--- config.mk ---
export PLATFORM = sky130hd
export DESIGN_NAME = command_tag_tracker
export DESIGN_NICKNAME = d
export VERILOG_FILES = /design/src/rtl/command_tag_tracker_pkg.sv /design/src/rtl/command_tag_tracker_tag_allocator.sv /design/src/rtl/command_tag_tracker.sv
export SDC_FILE = /design/constraint.sdc
export NUM_CORES = 1
export LEC_CHECK = 0
export BUFFER_PORTS_ARGS = -buffer_cell sky130_fd_sc_hd__buf_2
export CAP_MARGIN = 20
export CORE_AREA = 2 2 390 392
export DETAILED_ROUTE_END_ITERATION = 10
export DIE_AREA = 0 0 392 394
export PLACE_DENSITY_LB_ADDON = 0.08
export SLEW_MARGIN = 20
export SYNTH_ARGS = -nofsm -noshare
export SYNTH_HDL_FRONTEND = slang
export SYNTH_SLANG_ARGS = --single-unit
--- constraint.sdc ---
create_clock -name clock -period 6.01 [get_ports clock]
set_input_delay 0.9015 -clock clock [delete_from_list [all_inputs] [get_ports clock]]
set_output_delay 0.9015 -clock clock [all_outputs]
set_load 0.02 [all_outputs]
--- src/rtl/command_tag_tracker_pkg.sv ---
// command_tag_tracker_pkg: shared types and defaults for the PSL command tag tracker.
package command_tag_tracker_pkg;

    localparam int NUM_TAGS_DEF = 32;
    localparam int TAG_W_DEF    = 8;

    typedef enum logic [12:0] {
        CMD_READ_CL_NA = 13'h0A00,
        CMD_READ_CL_S  = 13'h0A50,
        CMD_WRITE_NA   = 13'h0D00,
        CMD_WRITE_MI   = 13'h0D60
    } psl_cmd_e;

    typedef enum logic [7:0] {
        RSP_DONE    = 8'h00,
        RSP_AERROR  = 8'h01,
        RSP_DERROR  = 8'h03,
        RSP_NLOCK   = 8'h04,
        RSP_NRES    = 8'h05,
        RSP_FLUSHED = 8'h06,
        RSP_FAULT   = 8'h07,
        RSP_FAILED  = 8'h08,
        RSP_PAGED   = 8'h0A
    } psl_rsp_e;

    typedef logic [1:0] tracker_state_t;
    localparam tracker_state_t ST_IDLE  = 2'd0;
    localparam tracker_state_t ST_LOAD  = 2'd1;
    localparam tracker_state_t ST_RUN   = 2'd2;
    localparam tracker_state_t ST_DRAIN = 2'd3;

    typedef struct packed {
        logic [7:0]  id;
        logic [12:0] cmd;
    } tag_meta_t;

endpackage

--- src/rtl/command_tag_tracker_tag_allocator.sv ---
// tag_allocator: busy bitmap with lowest-free-tag priority encoder and busy lookup.
module tag_allocator #(
    parameter int NUM_TAGS = 32,
    parameter int TAG_W    = 8
) (
    input  logic             clock,
    input  logic             reset,
    input  logic             alloc_en,
    output logic [TAG_W-1:0] alloc_tag,
    output logic             alloc_avail,
    input  logic             free_en,
    input  logic [TAG_W-1:0] free_tag,
    input  logic [TAG_W-1:0] chk_tag,
    output logic             is_busy
);

    localparam int IW = (NUM_TAGS > 1) ? $clog2(NUM_TAGS) : 1;
    localparam logic [TAG_W:0] NT = NUM_TAGS[TAG_W:0];

    logic [NUM_TAGS-1:0] busy_q, busy_d;

    // Allocation always reads the registered bitmap, so a tag freed this cycle is not reissued until next cycle.
    always_comb begin
        alloc_tag = '0;
        for (int i = NUM_TAGS - 1; i >= 0; i--)
            alloc_tag = busy_q[i] ? alloc_tag : i[TAG_W-1:0];
        busy_d = busy_q;
        if (alloc_en)
            busy_d[alloc_tag[IW-1:0]] = 1'b1;
        if (free_en)
            busy_d[free_tag[IW-1:0]] = 1'b0;
    end

    assign alloc_avail = ~&busy_q;
    assign is_busy     = ({1'b0, chk_tag} < NT) && busy_q[chk_tag[IW-1:0]];

    always_ff @(posedge clock or posedge reset)
        if (reset)
            busy_q <= '0;
        else
            busy_q <= busy_d;

endmodule

--- src/rtl/command_tag_tracker.sv ---
// command_tag_tracker: issues arbitrated commands to PSL with a free tag under credit limits,
// and retires PSL responses back to the originating requester.
module command_tag_tracker
    import command_tag_tracker_pkg::*;
#(
    parameter int NUM_TAGS       = NUM_TAGS_DEF,
    parameter int TAG_W          = TAG_W_DEF,
    parameter int TIMEOUT_CYCLES = 65535
) (
    input  logic             clock,
    input  logic             reset,
    input  logic             enabled_in,
    input  logic [7:0]       room_in,
    input  logic             req_valid,
    output logic             req_ready,
    input  logic [12:0]      req_cmd,
    input  logic [63:0]      req_addr,
    input  logic [11:0]      req_size,
    input  logic [7:0]       req_id,
    output logic             psl_valid,
    output logic [TAG_W-1:0] psl_tag,
    output logic [12:0]      psl_cmd,
    output logic [63:0]      psl_addr,
    output logic [11:0]      psl_size,
    input  logic             rsp_valid,
    input  logic [TAG_W-1:0] rsp_tag,
    input  logic [7:0]       rsp_code,
    output logic             done_valid,
    output logic [7:0]       done_id,
    output logic [12:0]      done_cmd,
    output logic [7:0]       done_code,
    output logic [8:0]       outstanding,
    output logic             tag_error,
    output logic             timeout_error,
    input  logic             err_clear
);

    localparam int IW   = (NUM_TAGS > 1) ? $clog2(NUM_TAGS) : 1;
    localparam int WD_W = $clog2(TIMEOUT_CYCLES + 1);
    localparam logic [WD_W-1:0] WD_MAX = TIMEOUT_CYCLES[WD_W-1:0];
    localparam logic [8:0]      NT9    = NUM_TAGS[8:0];

    tracker_state_t   state_q, state_d;
    logic [8:0]       credits_q, credits_d, outs_q, outs_d, room9;
    logic [WD_W-1:0]  wd_q, wd_d;
    logic             accept, rsp_ok, rsp_bad, wd_hit, alloc_avail, tag_busy;
    logic [TAG_W-1:0] alloc_tag;
    tag_meta_t        meta_q [NUM_TAGS];
    tag_meta_t        rd_meta;

    tag_allocator #(.NUM_TAGS(NUM_TAGS), .TAG_W(TAG_W)) u_alloc (
        .clock       (clock),
        .reset       (reset),
        .alloc_en    (accept),
        .alloc_tag   (alloc_tag),
        .alloc_avail (alloc_avail),
        .free_en     (rsp_ok),
        .free_tag    (rsp_tag),
        .chk_tag     (rsp_tag),
        .is_busy     (tag_busy)
    );

    assign req_ready   = state_q == ST_RUN && credits_q != '0 && alloc_avail;
    assign accept      = req_valid && req_ready;
    assign rsp_ok      = rsp_valid && tag_busy;
    assign rsp_bad     = rsp_valid && !tag_busy;
    assign room9       = {1'b0, room_in};
    assign rd_meta     = meta_q[rsp_tag[IW-1:0]];
    assign outstanding = outs_q;
    assign wd_hit      = wd_d == WD_MAX && wd_q != WD_MAX;

    always_comb begin
        state_d   = state_q == ST_IDLE ? (enabled_in ? ST_LOAD : ST_IDLE) :
                    state_q == ST_LOAD ? ST_RUN :
                    state_q == ST_RUN  ? (enabled_in ? ST_RUN : ST_DRAIN) :
                    (outs_q == '0 ? ST_IDLE : ST_DRAIN);
        credits_d = state_q == ST_LOAD ? (room9 < NT9 ? room9 : NT9) :
                    (state_q == ST_DRAIN && outs_q == '0) ? '0 :
                    credits_q - {8'd0, accept} + {8'd0, rsp_ok};
        outs_d    = outs_q + {8'd0, accept} - {8'd0, rsp_ok};
        wd_d      = (outs_q == '0 || rsp_valid) ? '0 :
                    (wd_q == WD_MAX ? wd_q : wd_q + WD_W'(1));
    end

    always_ff @(posedge clock or posedge reset)
        if (reset) begin
            state_q       <= ST_IDLE;
            credits_q     <= '0;
            outs_q        <= '0;
            wd_q          <= '0;
            psl_valid     <= 1'b0;
            psl_tag       <= '0;
            psl_cmd       <= '0;
            psl_addr      <= '0;
            psl_size      <= '0;
            done_valid    <= 1'b0;
            done_id       <= '0;
            done_cmd      <= '0;
            done_code     <= '0;
            tag_error     <= 1'b0;
            timeout_error <= 1'b0;
        end else begin
            state_q       <= state_d;
            credits_q     <= credits_d;
            outs_q        <= outs_d;
            wd_q          <= wd_d;
            psl_valid     <= accept;
            done_valid    <= rsp_ok;
            // A fresh error in the same cycle as err_clear keeps the flag set.
            tag_error     <= rsp_bad || (tag_error && !err_clear);
            timeout_error <= wd_hit || (timeout_error && !err_clear);
            if (accept) begin
                psl_tag  <= alloc_tag;
                psl_cmd  <= req_cmd;
                psl_addr <= req_addr;
                psl_size <= req_size;
            end
            if (rsp_ok) begin
                done_id   <= rd_meta.id;
                done_cmd  <= rd_meta.cmd;
                done_code <= rsp_code;
            end
        end

    always_ff @(posedge clock)
        if (accept)
            meta_q[alloc_tag[IW-1:0]] <= '{id: req_id, cmd: req_cmd};

endmodule

==> Word-level counts from Yosys, hierarchy flattened <==
Memory sizes are Yosys's and may differ from the RTL's. A register that Yosys moved wholly into a read port is not among the register bits.
Index checks and enable logic that the tools add are counted.
{ "word_totals": {"reg_bits": 177, "ram_bits": 672, "in_bits": 127, "out_inout_bits": 140, "word_cells": 110, "n_memories": 1} }
{ "memory_table": {"columns": ["name", "words", "word_bits", "rd", "rd_ports_with_merged_regs", "write_ports", "line_no", "text"], "rows": [
  ["meta_q", 32, 21, 1, 1, 1, "command_tag_tracker.sv:48", "tag_meta_t meta_q [NUM_TAGS];"]
]} }
{ "op_classes": {"addsub": 5, "order_cmp": 6, "eq_ne": 6, "n_mux": 53, "bitwise": 3, "n_reduce_logical": 22} }
{ "op_table": {"columns": ["cell", "n"], "rows": [
  ["2-to-1 mux 8 bit", 32],
  ["2-to-1 mux 32 bit", 2],
  ["AND 32 bit", 1],
  ["equality test 16 bit (second input constant)", 2],
  ["2-to-1 mux 16 bit", 2],
  ["inverter 32 bit", 1],
  ["bitwise OR 32 bit", 1],
  ["AND reduction 32 bit", 1],
  ["adder 9 x 1 -> 9 bit", 2],
  ["2-to-1 mux 9 bit", 2],
  ["subtractor 9 x 1 -> 9 bit", 2],
  ["adder 16 x 1 -> 16 bit (second input constant)", 1],
  ["< comparator 8 x 6 -> 1 bit (second input constant)", 2],
  ["inequality test 16 bit (second input constant)", 1],
  ["logical AND 1 bit", 12],
  ["< comparator 5 x 6 -> 1 bit (second input constant)", 2],
  ["demux 1 bit (select 5 bit)", 2],
  ["greater-or-equal comparator 5 x 1 -> 1 bit (second input constant)", 2],
  ["logical NOT 9 bit", 1],
  ["nonzero test 9 bit", 1],
  ["2-to-1 mux 2 bit", 4],
  ["2-to-1 mux 1 bit", 7],
  ["binary-select mux 1 bit (select 5 bit)", 1],
  ["2-to-1 mux 5 bit", 1],
  ["5 further kinds", 10]
]} }

==> Longest topological paths before layout <==
Gate-level depths: netlist of the first run.
{ "logic_depth": {"ltp_word": 40, "mapped_depth": 22, "depth_no_buf": 18} }

==> By module <==
Synthesis of the first run repeated with hierarchy kept, for this count alone.
{ "unflattened": {"hier_cells": 1994, "area_unflattened_um2": 34887.2} }
{ "by_module_without_submodules": {"columns": ["module", "n_inst", "cells_each", "area_per_inst_um2", "seq_area_each_um2"], "rows": [
  ["command_tag_tracker", 1, 1752, 32671.3, 24333.3],
  ["tag_allocator", 1, 242, 2215.9, 800.8]
]} }

==> Worst setup path before layout of the first run <==
No wires, ideal clock.
{ "synth_timing": {"path_kind": "input-to-reg", "from": "input port rsp_tag[1]", "to": "register credits_q[8]", "t_arrival_ps": 4303, "path_slack_ps": 1584, "cell_stages": 20, "n_path_buf": 4, "cell_sequence": "buf_6 -> mux2_4 -> and4_4 -> o41ai_2 -> nand4_1 -> and3_1 -> buf_6 -> buf_6 -> buf_6 -> ha_1 -> inv_1 -> ha_1 -> fa_1 -> a21oi_1 -> o21bai_1 -> a21oi_1 -> nor2_1 -> o41ai_1 -> xnor2_1 -> nor2_1"} }
{ "synth_between": {"elab_chain_len": 7} }
{ "synth_lines": {"columns": ["element", "line_no", "text"], "rows": [
  ["from (decl)", "command_tag_tracker.sv:26", "input logic [TAG_W-1:0] rsp_tag,"],
  ["binary-select mux 1 bit (select 5 bit)", "command_tag_tracker_tag_allocator.sv:35", "assign is_busy = ({1'b0, chk_tag} < NT) && busy_q[chk_tag[IW-1:0]];"],
  ["2-to-1 mux 1 bit (not written as such)", "command_tag_tracker_tag_allocator.sv:35", null],
  ["logical AND 1 bit *", "command_tag_tracker_tag_allocator.sv:35", null],
  ["logical AND 1 bit *", "command_tag_tracker.sv:65", "assign rsp_ok = rsp_valid && tag_busy;"],
  ["named net rsp_ok", "command_tag_tracker.sv:46", "logic accept, rsp_ok, rsp_bad, wd_hit, alloc_avail, tag_busy;"],
  ["adder 9 x 1 -> 9 bit *", "command_tag_tracker.sv:79", "credits_q - {8'd0, accept} + {8'd0, rsp_ok};"],
  ["2-to-1 mux 9 bit *", "command_tag_tracker.sv:78", "(state_q == ST_DRAIN && outs_q == '0) ? '0 :"],
  ["2-to-1 mux 9 bit *", "command_tag_tracker.sv:77", "credits_d = state_q == ST_LOAD ? (room9 < NT9 ? room9 : NT9) :"],
  ["named net credits_d[8]", "command_tag_tracker.sv:44", "logic [8:0] credits_q, credits_d, outs_q, outs_d, room9;"],
  ["to (signal assigned)", "command_tag_tracker.sv:104", "credits_q <= credits_d;"],
  ["to (decl)", "command_tag_tracker.sv:44", null]
]} }
The timed path passes the listed nets; every way through them passes the cells marked *. The select of a mux whose other input is x is not followed.
A chain may end at the register's enable or synchronous reset.

==> Worst setup path after layout of the first run <==
{ "layout_timing": {"from": "register credits_q[5]", "to": "register credits_q[8]"} }
{ "layout_between": {"elab_chain_len": 8} }
{ "layout_lines": {"columns": ["element", "line_no", "text"], "rows": [
  ["nonzero test 9 bit", "command_tag_tracker.sv:63", "assign req_ready = state_q == ST_RUN && credits_q != '0 && alloc_avail;"],
  ["logical AND 1 bit (2 in series)", "command_tag_tracker.sv:63", null],
  ["logical AND 1 bit", "command_tag_tracker.sv:64", "assign accept = req_valid && req_ready;"],
  ["subtractor 9 x 1 -> 9 bit *", "command_tag_tracker.sv:79", null],
  ["adder 9 x 1 -> 9 bit *", "command_tag_tracker.sv:79", null],
  ["2-to-1 mux 9 bit *", "command_tag_tracker.sv:78", null],
  ["2-to-1 mux 9 bit *", "command_tag_tracker.sv:77", null],
  ["named net credits_d[8]", "command_tag_tracker.sv:44", null]
]} }
The timed path passes the listed nets; every way through them passes the cells marked *.

==> results of run 1 <==
## worst paths after layout
check / slack (ps) / to / start / cells past startpoint
setup / recovery: 1950 / credits_q[8]$_DFF_PP0_ / credits_q[5]$_DFF_PP0_ / 17
hold / removal: 290 / psl_addr[11]$_DFFE_PP0P_ / reset / 2
setup reg to reg: 1950 / credits_q[8]$_DFF_PP0_ / credits_q[5]$_DFF_PP0_ / 17
hold reg to reg: 490 / done_cmd[9]$_DFFE_PP0P_ / done_cmd[9]$_DFFE_PP0P_ / 1
max in group asynchronous: 4440 / u_alloc.busy_q[6]$_DFF_PP0_ / reset / 3
min in group clock: 390 / tag_error$_DFF_PP0_ / err_clear / 2
## area by class of cell
type | instances | area, um2
fill | 15078 | 108000
inverter | 39 | 153
antenna | 5 | 12.5
timing repair buffer | 321 | 1780
multi-input combinational | 827 | 8970
sequential | 867 | 25100
clock inverter | 58 | 857
tap | 2030 | 2540
clock buffer | 135 | 2810
## metal layers
metal  vias to the layer above  global-route usage  share of wire
met1                     10258               0.199           0.44
met4                         8              0.0339          0.022
met5                         -                   0        0.00047
met2                       547               0.248           0.48
li1                       8108                   -              -
met3                       167              0.0328          0.052
## worst register-to-register path, cell delays in order (launching register included)
cell and delay, ps:
dfrtp_1 370, inv_1 70, ha_1 190, nor4bb_1 140, a311o_1 400, or2_1 330
a21o_1 290, inv_4 390, ha_1 240, inv_1 60, fa_1 420, a21oi_1 150
o21bai_1 110, a21oi_1 160, nor2_1 70, o41ai_1 330, xnor2_1 160, nor2_1 50
## cells in the mapped netlist (14+ instances only)
| library cell | count |
|---|---|
| ha_1 | 25 |
| nand4_1 | 38 |
| edfxtp_1 | 672 |
| nor3_1 | 41 |
| nand3_1 | 20 |
| buf_2 | 27 |
| a221oi_1 | 22 |
| a21oi_1 | 26 |
| mux2i_1 | 16 |
| inv_1 | 38 |
| nor2_1 | 49 |
| o21ai_0 | 17 |
| a22o_1 | 23 |
| dfrtp_1 | 195 |
| xnor2_1 | 15 |
| a22oi_1 | 42 |
| clkbuf_1 | 37 |
| mux4_2 | 168 |
| mux2_2 | 90 |
| nand2b_1 | 14 |
| nand2_1 | 44 |
| o21a_1 | 23 |
| o22a_1 | 28 |
## power by group through the flow
stage,combinational (W),clock (W),sequential (W)
detailed placement,0.00298,0,0.00745
floorplan,0.00135,0,0.00786
global placement,0.00298,0,0.00745
finish,0.00292,0.00671,0.00733
global route,0.00318,0.00716,0.00741
CTS,0.00299,0.00693,0.00735
## cell families after synthesis
group	after synthesis	synth area share
fa+ha+maj	27	0.0102
compound gates	227	0.0494
mux	283	0.148
simple gates	262	0.0407
flops	867	0.728
buf+inv	131	0.0179
other cells	1	0.000109
xor+xnor	25	0.00636
## state kept, by name (all words and copies together) (netlist names), 2 cells and up
register and flops:
psl_addr 64, state_q 2, psl_tag 5, outstanding 9, psl_size 12, wd_q 16
credits_q 9, done_id 8, u_alloc.busy_q 32, done_code 8, psl_cmd 13, done_cmd 13
meta_q 672
## metrics by stage
step	cells	cell area (um2)	utilization	setup WS, ps	total power [W]
floorplan	1825	34500	-	1580	0.00921
global placement	4084	38500	0.256	1160	0.0104
detailed placement	4084	38500	0.256	1220	0.0104
CTS	4277	42200	0.280	1840	0.0173
global route	4279	42200	0.280	1570	0.0177
finish	4282	42200	0.280	1950	0.0170
==> impl_metrics.csv, run 1 <==
group,metric,value,unit
yosys,synth_edf_count,672,
power,combPwrFrac,0.172,
final_layout,synthToLayoutAreaGrowth,22.5,%
clock_tree,cts-root-buf,"clkbuf_16",
power,powerDensity,402,nW/um2
grt,globalRouteOverflowTotal,0,
floorplan,std_cell_rows,143,
floorplan,ioPinCount,267,
floorplan,initial_core_util,0.229,
timing,fin_tns_setup,0,ps
yosys,netlist.top_cell.by_area,"edfxtp_1",
yosys,synth_top_flop_cell,"edfxtp_1",
timing,tightest_slew,1000,ps
final_layout,layout.nets,2313,
timing,post-route-period-util,0.675,
grt,grt_max_degree,127,
routing,routedWlPerCell,27.0,um
power,power_frac_seq,0.432,
outcome,run_status,"finished, final reports clean",
clock_tree,post_cts_buffers,0,
floorplan,coreArea,151000,um2
clock_tree,hold_buffers,0,
final_layout,drive_above_1_share,0.357,
clock_tree,clkSinkCount,867,
clock_tree,cts_buffers,103,
routing,drt-pass1-iter-count,5,
yosys,ys_ff_latch,867,
worst_hold_path,hold_class,"in2async",
placement,dp_hpwl,66300,um
clock_tree,path_clk_slew,60,ps
routing,routed_wl,115000,um
job,max_cap_viol_count,0,
power,p_int,0.0122,W
grt,grt_pass1_wl,163000,um
clock_tree,cts_resized,0,
clock_tree,clkLatencyLatePin,730,ps
timing,max_freq,247,MHz
floorplan,die_area,154000,um2
grt,antenna_found_initial,16,
timing,finalSetupViolCount,0,
timing,relSlewSlack,0.331,
routing,ant_nets,0,
yosys,ys_top_cells_by_area,"edfxtp_1, dfrtp_1, mux4_2, mux2_2, a22oi_1",
setup_path,end_kind,"flip-flop",
yosys,synth_top_area_share,0.586,
yosys,syn_inst,1823,
setup_path,crit_chain,"inv_1, ha_1, nor4bb_1, a311o_1, or2_1, a21o_1, inv_4, ha_1, inv_1, fa_1, a21oi_1, o21bai_1, a21oi_1, nor2_1, o41ai_1, xnor2_1, nor2_1",
clock_tree,htree_levels,3,
final_layout,mostFrequentLayoutCells,"edfxtp_1, buf_2, dfrtp_1",
timing,whs,286,ps
setup_path,worst_path_largest_cell_delay,420,ps
grt,grt_usage,0.150,
power,leakagePower,14.5,nW
yosys,synth.avg_cell_area,18.9,um2
setup_path,worstPathArrival,4650,ps
setup_path,worst_path_dominant_cell_family,"compound AO/OA/AOI/OAI gates",
routing,drc_errors,0,
floorplan,die_w,392,um
yosys,async_flop_share,0.225,
clock_tree,cts_buffer_depth,3,
placement,port_buffers,263,
yosys,synthesis.area,34400,um2
final_layout,final_common_cell,"edfxtp_1",
timing,hold_violations,0,
setup_path,cp.buffers_inverters,3,
routing,drtIter0Drc,1326,
routing,vias_per_cell,4.46,
timing,slew_viol_final,0,
clock_tree,cts_tree,"built",
yosys,ys_seq_area_frac,0.728,
power,ir_drop,0.000223,V
timing,rsz0062_at_grt,"no",
floorplan,die_y,394,um
yosys,yosysWarnings,0,
timing,fin_crit,4060,ps
power,clkPwrFrac,0.396,
placement,place_congestion,0.768,
timing,final.setup_skew,46.9,ps
routing,vias,19088,
grt,grt_pass1_vias,20705,
power,swShare,0.280,
setup_path,crit_path_start_kind,"flip-flop",
power,power_switching,0.00474,W
setup_path,crit_path_top_delay_cell,"fa_1",
setup_path,worst_ep_required_time,6600,ps
setup_path,path_class,"reg2reg",
yosys,ys_types,67,
setup_path,cp_max_fo,28,
Note: power is estimated with default switching activity, not from simulation.
==> run 2: changes to the inputs <==
==> constraint.sdc (replaced) <==
create_clock -name clock -period 3.8 [get_ports clock]
set_input_delay 0.57 -clock clock [delete_from_list [all_inputs] [get_ports clock]]
set_output_delay 0.57 -clock clock [all_outputs]
set_load 0.02 [all_outputs]
==> run 2 against run 1 <==
Combinational power grew 64%. Total power up 54%. Utilization increased by 0.45 points. Design area grew 1.6%. Global-route usage shrank 0.42 points. Die area unchanged. First-iteration DRC count increased by 12%. Sequential share of layout area is 0.95 points lower.
==> impl_metrics.csv, run 2 (synthesis gave the netlist of run 1 again) <==
group,metric,value,unit
final_layout,mostFrequentLayoutCells,"edfxtp_1, buf_2, dfrtp_1",
timing,fin_crit,3520,ps
grt,antenna_found_initial,12,
timing,max_freq,284,MHz
final_layout,drive_above_1_share,0.376,
timing,slew_viol_final,0,
timing,relSlewSlack,0.243,
routing,routed_wl,112000,um
routing,drc_errors,0,
clock_tree,cts_buffer_depth,3,
setup_path,reg2reg_from,"credits_q[4]$_DFF_PP0_",
power,power_frac_seq,0.442,
setup_path,worst_path_largest_cell_delay,370,ps
timing,post-route-period-util,0.927,
floorplan,ioPinCount,267,
placement,port_buffers,263,
clock_tree,clkSinkCount,867,
setup_path,worst_ep_required_time,4390,ps
power,clkPwrFrac,0.374,
setup_path,crit_path_top_delay_cell,"fa_2",
timing,fin_tns_setup,0,ps
final_layout,n_fill_cell,15128,
clock_tree,path_clk_slew,60,ps
setup_path,worstPathArrival,4120,ps
floorplan,initial_core_util,0.229,
grt,grt_max_degree,112,
power,power_switching,0.00746,W
setup_path,end_kind,"flip-flop",
setup_path,path_class,"reg2reg",
routing,drtIter0Drc,1480,
power,p_int,0.0187,W
power,combPwrFrac,0.183,
floorplan,die_area,154000,um2
grt,grt_pass1_wl,159000,um
power,powerDensity,610,nW/um2
floorplan,coreArea,151000,um2
timing,finalSetupViolCount,0,
grt,globalRouteOverflowTotal,0,
outcome,run_status,"finished, final reports clean",
power,leakagePower,14.9,nW
setup_path,crit_path_start,"credits_q[4]$_DFF_PP0_",
clock_tree,htree_levels,3,
final_layout,final_common_cell,"edfxtp_1",
grt,grt_usage,0.145,
routing,vias_per_cell,4.39,
grt,grt_pass1_vias,20699,
final_layout,synthToLayoutAreaGrowth,24.4,%
power,swShare,0.285,
timing,tightest_slew,1130,ps
routing,ant_nets,0,
clock_tree,cts-root-buf,"clkbuf_16",
power,ir_drop,0.000326,V
floorplan,die_y,394,um
timing,final.setup_skew,42.2,ps
setup_path,reg2reg_slack,280,ps
timing,hold_violations,0,
final_layout,largest_reg_flops,672,
routing,drt-pass1-iter-count,5,
job,max_cap_viol_count,0,
final_layout,layout.nets,2405,
power,power,0.0261,W
routing,vias,19191,
clock_tree,cts_buffers,105,
clock_tree,cts_tree,"built",
timing,rsz0062_at_grt,"no",
placement,place_congestion,0.776,
routing,routedWlPerCell,25.7,um
floorplan,std_cell_rows,143,
setup_path,cp_max_fo,4,
setup_path,crit_path_start_kind,"flip-flop",
setup_path,cp-endpoint,"credits_q[8]$_DFF_PP0_",
worst_hold_path,hold_class,"in2reg",
clock_tree,clkLatencyLatePin,720,ps
placement,dp_hpwl,70000,um
setup_path,crit_chain,"inv_1, ha_1, nor4bb_1, a311o_1, or2_4, a21o_1, ha_4, inv_2, ha_4, fa_2, a21oi_2, o21bai_1, a21oi_1, nor2_1, o41ai_2, xnor2_1, nor2_1",
setup_path,r2r-end,"credits_q[8]$_DFF_PP0_",
floorplan,die_w,392,um
setup_path,r2r_cells,17,
==> run 2: cell count changes in the layout (fill, tap and decap cells not counted), moves of 3 or more <==
cell	change
buf_4	+66
buf_12	+17
clkbuf_1	+13
bufinv_16	-12
clkinv_1	+6
dlygate4sd3_1	+6
clkbuf_8	-5
diode_2	-4
clkinv_2	+3
==> run 2: cell type report <==
cell class,count,area [um2],area share
inverter,39,153,0.00356
timing repair buffer,411,2710,0.0632
multi-input combinational,827,9040,0.211
tap,2030,2540,0.0593
clock inverter,53,519,0.0121
antenna,1,2.50,0.0000584
sequential,867,25100,0.585
clock buffer,145,2840,0.0662
==> run 2: how the worst min path moves through the flow <==
stage	slack (ps)	end	startpoint	depth (start not counted)
after floorplan	480	state_q[0]$_DFF_PP0_	state_q[1]$_DFF_PP0_	1
after global placement	480	done_id[1]$_DFFE_PP0P_	done_id[1]$_DFFE_PP0P_	1
after detailed placement	480	done_cmd[1]$_DFFE_PP0P_	done_cmd[1]$_DFFE_PP0P_	1
after CTS	0.7	psl_addr[27]$_DFFE_PP0P_	req_addr[27]	2
after global routing	30	psl_addr[9]$_DFFE_PP0P_	req_addr[9]	2
final	80	psl_addr[27]$_DFFE_PP0P_	req_addr[27]	2
==> run 2: power groups by stage <==
stage | Combinational (W) | Clock, W | Sequential (W)
2_1_floorplan | 0.00217 | 0 | 0.0124
3_3_place_gp | 0.00486 | 0 | 0.0118
3_5_place_dp | 0.00487 | 0 | 0.0118
4_1_cts | 0.00489 | 0.0101 | 0.0116
5_1_grt | 0.00521 | 0.0105 | 0.0117
6_report | 0.00480 | 0.00978 | 0.0116
==> run 2: critical path: cells and delay by family (launching register included) <==
family | cells | cell delay (ps)
flops | 1 | 350
buf+inv | 2 | 100
simple gates | 4 | 560
compound gates | 6 | 1240
xor+xnor | 1 | 160
fa+ha+maj | 4 | 980
==> run 2: routing by layer <==
layer	GRT usage	wire length [um]
met1	0.199	50500
met2	0.237	53900
met3	0.0279	5680
met4	0.0343	2150
met5	0	29
==> run 2: metrics by stage <==
| stage | area, um2 | worst slack, ps | utilization | cells | hold WS (ps) |
|---|---|---|---|---|---|
| final | 42900 | 276 | 0.285 | 4373 | 82.8 |
| after CTS | 42900 | 118 | 0.284 | 4372 | 0.713 |
| after detailed placement | 39400 | -35.5 | 0.262 | 4168 | 478 |
| after global placement | 39400 | -72.7 | 0.262 | 4167 | 479 |
| after global routing | 42900 | 68.6 | 0.285 | 4372 | 27.8 |
| after floorplan | 34500 | -66.6 | - | 1825 | 478 |
==> run 2: what timing repair did <==
action,in CTS,in global routing
hold endpoints to repair,14,0
setup endpoints to repair,0,4
buffers inserted,0,0
hold buffers,6,0
gates resized for setup,0,1
